`src/rtl/fan_adder_node.sv`:
```
// fan_adder_node: parametrised FAN adder node with 2-entry skid FIFO, event counters and multi-operand error flag
module fan_adder_node #(
   parameter int DW_DATA   = 8,
   parameter int DW_ROW    = 4,
   parameter int DW_CTRL   = 4,
   parameter int DW_LINE   = DW_DATA + DW_ROW + DW_CTRL,
   parameter int NUM_IN    = 8,
   parameter int OUT_LEFT  = NUM_IN / 2 - 1,
   parameter int OUT_RIGHT = NUM_IN / 2,
   parameter int SYMMETRY  = 0,
   parameter int SAT       = 0,
   parameter int CNT_W     = 16
) (
   input  logic                      clk,
   input  logic                      rst_n,
   input  logic [NUM_IN*DW_LINE-1:0] in_i,
   input  logic                      in_valid_i,
   output logic                      in_ready_o,
   output logic [NUM_IN*DW_LINE-1:0] out_o,
   output logic                      out_valid_o,
   input  logic                      out_ready_i,
   input  logic                      cnt_clr_i,
   output logic [CNT_W-1:0]          cnt_add_o,
   output logic [CNT_W-1:0]          cnt_sat_o,
   output logic                      err_multi_o
);
   localparam int H  = NUM_IN / 2;
   localparam int NW = NUM_IN * DW_LINE;
   localparam int CB = DW_DATA + DW_ROW;

   logic [DW_LINE-1:0] l_op, r_op;
   logic               l_any, r_any, l_multi, r_multi;
   logic [DW_DATA:0]   ext;
   logic [DW_DATA-1:0] sum;
   logic               add, sat_hit, closed, res_right;
   logic [3:0]         res_ctrl;
   logic [NW-1:0]      beat;
   logic [NW-1:0]      mem_q [2];
   logic               rd_q, wr_q, in_ready_q, err_q;
   logic [1:0]         cnt_q, cnt_d;
   logic [CNT_W-1:0]   cnt_add_q, cnt_add_d, cnt_sat_q, cnt_sat_d;
   logic               push, pop;

   // OR-merge the V lanes of each half into one operand and flag halves with several V lanes
   always_comb begin
      l_op    = '0;
      r_op    = '0;
      l_any   = 1'b0;
      r_any   = 1'b0;
      l_multi = 1'b0;
      r_multi = 1'b0;
      for (int i = 0; i < NUM_IN; i++) begin
         if (i < H) begin
            l_multi = l_multi | (l_any & in_i[i*DW_LINE+DW_LINE-1]);
            l_any   = l_any | in_i[i*DW_LINE+DW_LINE-1];
            l_op    = l_op | (in_i[i*DW_LINE +: DW_LINE] & {DW_LINE{in_i[i*DW_LINE+DW_LINE-1]}});
         end else begin
            r_multi = r_multi | (r_any & in_i[i*DW_LINE+DW_LINE-1]);
            r_any   = r_any | in_i[i*DW_LINE+DW_LINE-1];
            r_op    = r_op | (in_i[i*DW_LINE +: DW_LINE] & {DW_LINE{in_i[i*DW_LINE+DW_LINE-1]}});
         end
      end
   end

   assign ext       = {l_op[DW_DATA-1], l_op[DW_DATA-1:0]} + {r_op[DW_DATA-1], r_op[DW_DATA-1:0]};
   assign sat_hit   = (SAT != 0) && (ext[DW_DATA] ^ ext[DW_DATA-1]);
   assign sum       = sat_hit ? {ext[DW_DATA], {(DW_DATA-1){~ext[DW_DATA]}}} : ext[DW_DATA-1:0];
   assign add       = l_any && r_any && (l_op[DW_DATA +: DW_ROW] == r_op[DW_DATA +: DW_ROW]);
   assign closed    = (l_op[CB +: 2] == 2'b01) && (r_op[CB +: 2] == 2'b10);
   assign res_right = !closed && ((l_op[CB +: 2] == 2'b01) || ((r_op[CB +: 2] != 2'b10) && (SYMMETRY != 0)));
   assign res_ctrl  = closed ? 4'b0111 : (l_op[CB +: 2] == 2'b01) ? 4'b1001 : (r_op[CB +: 2] == 2'b10) ? 4'b1010 : 4'b1000;

   // Build the result beat: bypass on no-add, else result lane, zeroed centre partner, forwarded K lanes
   always_comb begin
      beat = '0;
      for (int i = 0; i < NUM_IN; i++) begin
         if (!add)
            beat[i*DW_LINE +: DW_LINE] = in_i[i*DW_LINE +: DW_LINE];
         else if (i == (res_right ? OUT_RIGHT : OUT_LEFT))
            beat[i*DW_LINE +: DW_LINE] = {res_ctrl, l_op[DW_DATA +: DW_ROW], sum};
         else if (i != OUT_LEFT && i != OUT_RIGHT)
            beat[i*DW_LINE +: DW_LINE] = (in_i[i*DW_LINE+DW_LINE-2] && !in_i[i*DW_LINE+DW_LINE-1]) ? in_i[i*DW_LINE +: DW_LINE] : '0;
      end
   end

   assign push        = in_valid_i && in_ready_q;
   assign pop         = out_valid_o && out_ready_i;
   assign cnt_d       = cnt_q + 2'(push) - 2'(pop);
   assign cnt_add_d   = cnt_clr_i ? '0 : (push && add && !(&cnt_add_q)) ? cnt_add_q + 1'b1 : cnt_add_q;
   assign cnt_sat_d   = cnt_clr_i ? '0 : (push && add && sat_hit && !(&cnt_sat_q)) ? cnt_sat_q + 1'b1 : cnt_sat_q;
   assign out_valid_o = cnt_q != 2'd0;
   assign out_o       = out_valid_o ? mem_q[rd_q] : '0;
   assign in_ready_o  = in_ready_q;
   assign cnt_add_o   = cnt_add_q;
   assign cnt_sat_o   = cnt_sat_q;
   assign err_multi_o = err_q;

   // FIFO storage needs no reset: entries are only visible while counted
   always_ff @(posedge clk) begin
      if (push) mem_q[wr_q] <= beat;
   end

   // FIFO pointers, registered ready, counters and sticky error
   always_ff @(posedge clk) begin
      if (!rst_n) begin
         rd_q       <= 1'b0;
         wr_q       <= 1'b0;
         cnt_q      <= 2'd0;
         in_ready_q <= 1'b0;
         cnt_add_q  <= '0;
         cnt_sat_q  <= '0;
         err_q      <= 1'b0;
      end else begin
         rd_q       <= rd_q ^ pop;
         wr_q       <= wr_q ^ push;
         cnt_q      <= cnt_d;
         in_ready_q <= cnt_d < 2'd2;
         cnt_add_q  <= cnt_add_d;
         cnt_sat_q  <= cnt_sat_d;
         err_q      <= err_q | (push && (l_multi || r_multi));
      end
   end
endmodule

```
`config.mk`:
```
export PLATFORM = sky130hd
export DESIGN_NAME = fan_adder_node
export DESIGN_NICKNAME = d
export VERILOG_FILES = /design/src/rtl/fan_adder_node.sv
export SDC_FILE = /design/constraint.sdc
export NUM_CORES = 1
export LEC_CHECK = 0
export ABC_AREA = 1
export CAP_MARGIN = 15
export CORE_ASPECT_RATIO = 0.9
export CORE_UTILIZATION = 55
export DETAILED_ROUTE_END_ITERATION = 8
export PLACE_DENSITY = 0.92
export SYNTH_ARGS = -nofsm -noshare
export SYNTH_HDL_FRONTEND = slang
export SYNTH_SLANG_ARGS = --single-unit
export TNS_END_PERCENT = 5
```
`constraint.sdc`:
```
create_clock -name clk -period 10.9 [get_ports clk]
set_input_delay 1.635 -clock clk [delete_from_list [all_inputs] [get_ports clk]]
set_output_delay 1.635 -clock clk [all_outputs]
set_load 0.02 [all_outputs]
```
==> impl_metrics.yaml <==
hold_path:
  hp-start: "rd_q$_SDFF_PN0_"
  hold_depth: 1
  hold_class: "register to register"
detailed_routing:
  drt-total-wl_mm: 38.4
  drc_errors: 0
  num_vias: 11200
  ant_nets: 0
  wl_per_cell_um: 19.6
  drt_first_pass_iters: 6
  viasPerCell: 5.73
  drt_iter0_drc: 1484
global_route:
  grt_max_degree: 76
  gr-total-overflow: 0
  antenna_found_initial: 0
  grt_pass1_vias: 10700
  grt_usage_pct: 31.1
  grt_pass1_wl_mm: 57.8
timing:
  hold_violations: 0
  final_max_slew_viol_count: 0
  setup_violations: 0
  period_minus_slack_ps: 5180
  clock_skew_ps: 12.3
  finalCritPeriodShare_pct: 47.5
  timing.fmax_mhz: 193
  tns_ps: 0
  worst-slew-pin-transition_ps: 1100
  rsz0062_at_grt: "false"
  holdWs_ps: 461
  relSlewSlack_pct: 26.7
worst_setup_path:
  reg2reg_depth: 4
  end_kind: "output port"
  r2r-end: "mem_q[1][6]$_DFFE_PP_"
  cp.arrival_ps: 3540
  crit_fanout: 65
  critPathMaxStageDelay_ps: 710
  cp-start-kind: "register"
  crit_slowest_cell: "buf_4"
  crit_required_ps: 9270
  reg2reg_from: "in_ready_o$_SDFF_PN0_"
  r2r_slack_ps: 7960
  path_class: "register to output port"
  cp_cell_sequence: "inv_4 > buf_4 > nand2_1 > a21oi_1 > clkdlybuf4s50_1"
layout:
  area.growth.synth_to_final_pct: 29.2
  diodes: 0
  final-instance-count-excl-fill: 1954
  layout.nets: 1779
  final_layout_size_suffix_gt1_share_pct: 4.12
synthesis:
  synth_common_cells: "409 x nand2_1, 256 x edfxtp_1, 158 x inv_1"
  synth_most_common_cell: "nand2_1"
  syn_inst: 1387
  seq_area_frac_synth_pct: 62.4
  yosysTopAreaCell: "edfxtp_1"
  synthTopCellsByArea: "edfxtp_1 59%, nand2_1 12%, a21oi_1 6.0%, inv_1 4.5%, nor2_1 4.3%"
  ys_ff_latch: 279
  ys_async_sr_fraction_pct: 0
  syn_area_um2: 13000
  ys_warn_count: 0
  synth_top_area_share_pct: 58.9
  synth_cell_type_count: 33
  avgSynthCellArea_um2: 9.41
  synth_edf_count: 256
  synth_flop_cell: "edfxtp_1"
power:
  switching_share_pct: 34.9
  pwr-share-comb_pct: 36.3
  power_leakage_uw: 0.00667
  seq_power_share_pct: 37.6
  p_clk_share_pct: 26.1
  power.internal_uw: 2390
  ir_drop_uv: 203
  switchingPower_uw: 1280
  p_per_area_nw_per_um2: 218
placed_design:
  io_buffer_count: 279
  gp_congestion: 0.896
  dp.cells: 1905
  hpwlAfterDp_mm: 26.3
cts:
  clockBufferDepth: 3
  cts_tree: "built"
  cts_hold_buf: 0
  clock_latency_ps: 540
  clk_pin_slew_ps: 60
  cts_made_buffers: 28
  cts_root_buffer: "clkbuf_16"
  cts_setup_buffers: 0
  htreeDepth: 1
  postCtsResizedCells: 0
  clock-sinks: 279
die:
  die_y_um: 148
  pin_count: 296
  core.rowCount: 53
  die-width_um: 164
  core-area_um2: 23300
  initial_utilization_pct: 55.9
  die_area_um2: 24300
outcome:
  status: "finished clean"
run:
  cap_violations: 0
==> cell type report <==
type,instances,area (µm²)
Timing Repair Buffer,285,2840
Inverter,163,614
Tap cell,302,378
Clock buffer,38,811
Sequential cell,279,8150
Fill cell,1586,6480
Clock inverter,11,101
Multi-Input combinational cell,876,3970
==> sequential cells by signal (all words and copies together) (netlist names), named ones only <==
register / cells
cnt_add_o: 16
mem_q: 256
err_multi_o: 1
wr_q: 1
cnt_q: 2
rd_q: 1
in_ready_o: 1
==> per-stage QoR <==
step	worst slack [ps]	area [µm²]	total power, µW	util [%]
floorplan	5460	13100	2110	-
global placement	5960	16000	2690	68.3
detailed placement	5780	16000	2710	68.3
CTS	5730	16900	3660	72.3
global route	5550	16900	3810	72.3
finish	5720	16900	3670	72.3
==> kinds of logic (layout without fill, tap and decap cells) <==
family,Yosys count,count (layout),synth area share (%)
DFF,279,279,62.4
other,1,16,0.0287
and+or+nand+nor,597,597,17.8
xor gates and xnor gates,11,11,0.738
AOI/OAI and AO/OA,239,239,9.84
buffers and inverters,247,497,7.81
adders and majority gates,13,13,1.30
==> power groups by stage <==
stage / Sequential [µW] / Combinational [µW] / Clock, µW
6_report: 1380 / 1330 / 960
5_1_grt: 1390 / 1420 / 1000
4_1_cts: 1380 / 1320 / 961
3_5_place_dp: 1400 / 1310 / 0
3_3_place_gp: 1390 / 1290 / 0
2_1_floorplan: 1390 / 720 / 0
==> how the worst max path moves through the flow <==
stage                from                     end  slack, ps  cells past startpoint
2_1_floorplan  in_valid_i   mem_q[1][0]$_DFFE_PP_       5460                      3
3_3_place_gp     in_i[63]  mem_q[0][72]$_DFFE_PP_       5960                     10
3_5_place_dp     in_i[63]  mem_q[0][66]$_DFFE_PP_       5780                     10
4_1_cts          register               out_o[76]       5730                      5
5_1_grt          register               out_o[52]       5550                      5
6_report         register               out_o[76]       5720                      5
==> worst max-delay path, delay by kind of cell (launching register included) <==
kind / cells / cell delay (ps)
AND/OR/NAND/NOR: 1 / 110
flip-flops: 1 / 530
buffers and inverters: 3 / 1990
AO/OA/AOI/OAI: 1 / 280
==> metal layers <==
layer | up-vias | global-route usage, % | part of all wire, %
met4 | 0 | 12.3 | 4.3
met5 | - | 0 | 0
met3 | 138 | 7.08 | 13
met2 | 847 | 49.6 | 47
met1 | 5189 | 41.3 | 37
li1 | 5018 | - | -
==> cells in the final DEF (no fill, tap or decap), drive strengths merged, types with 10 or more instances in the layout <==
master / count
o22ai: 30
o21ai: 38
inv: 162
clkbuf: 38
dfxtp: 23
nand2: 409
clkinv: 10
nor2: 152
clkdlybuf4s50: 279
a21oi: 163
conb: 16
ha: 12
edfxtp: 256
nand3: 28
(Power assumes the default switching activity.)
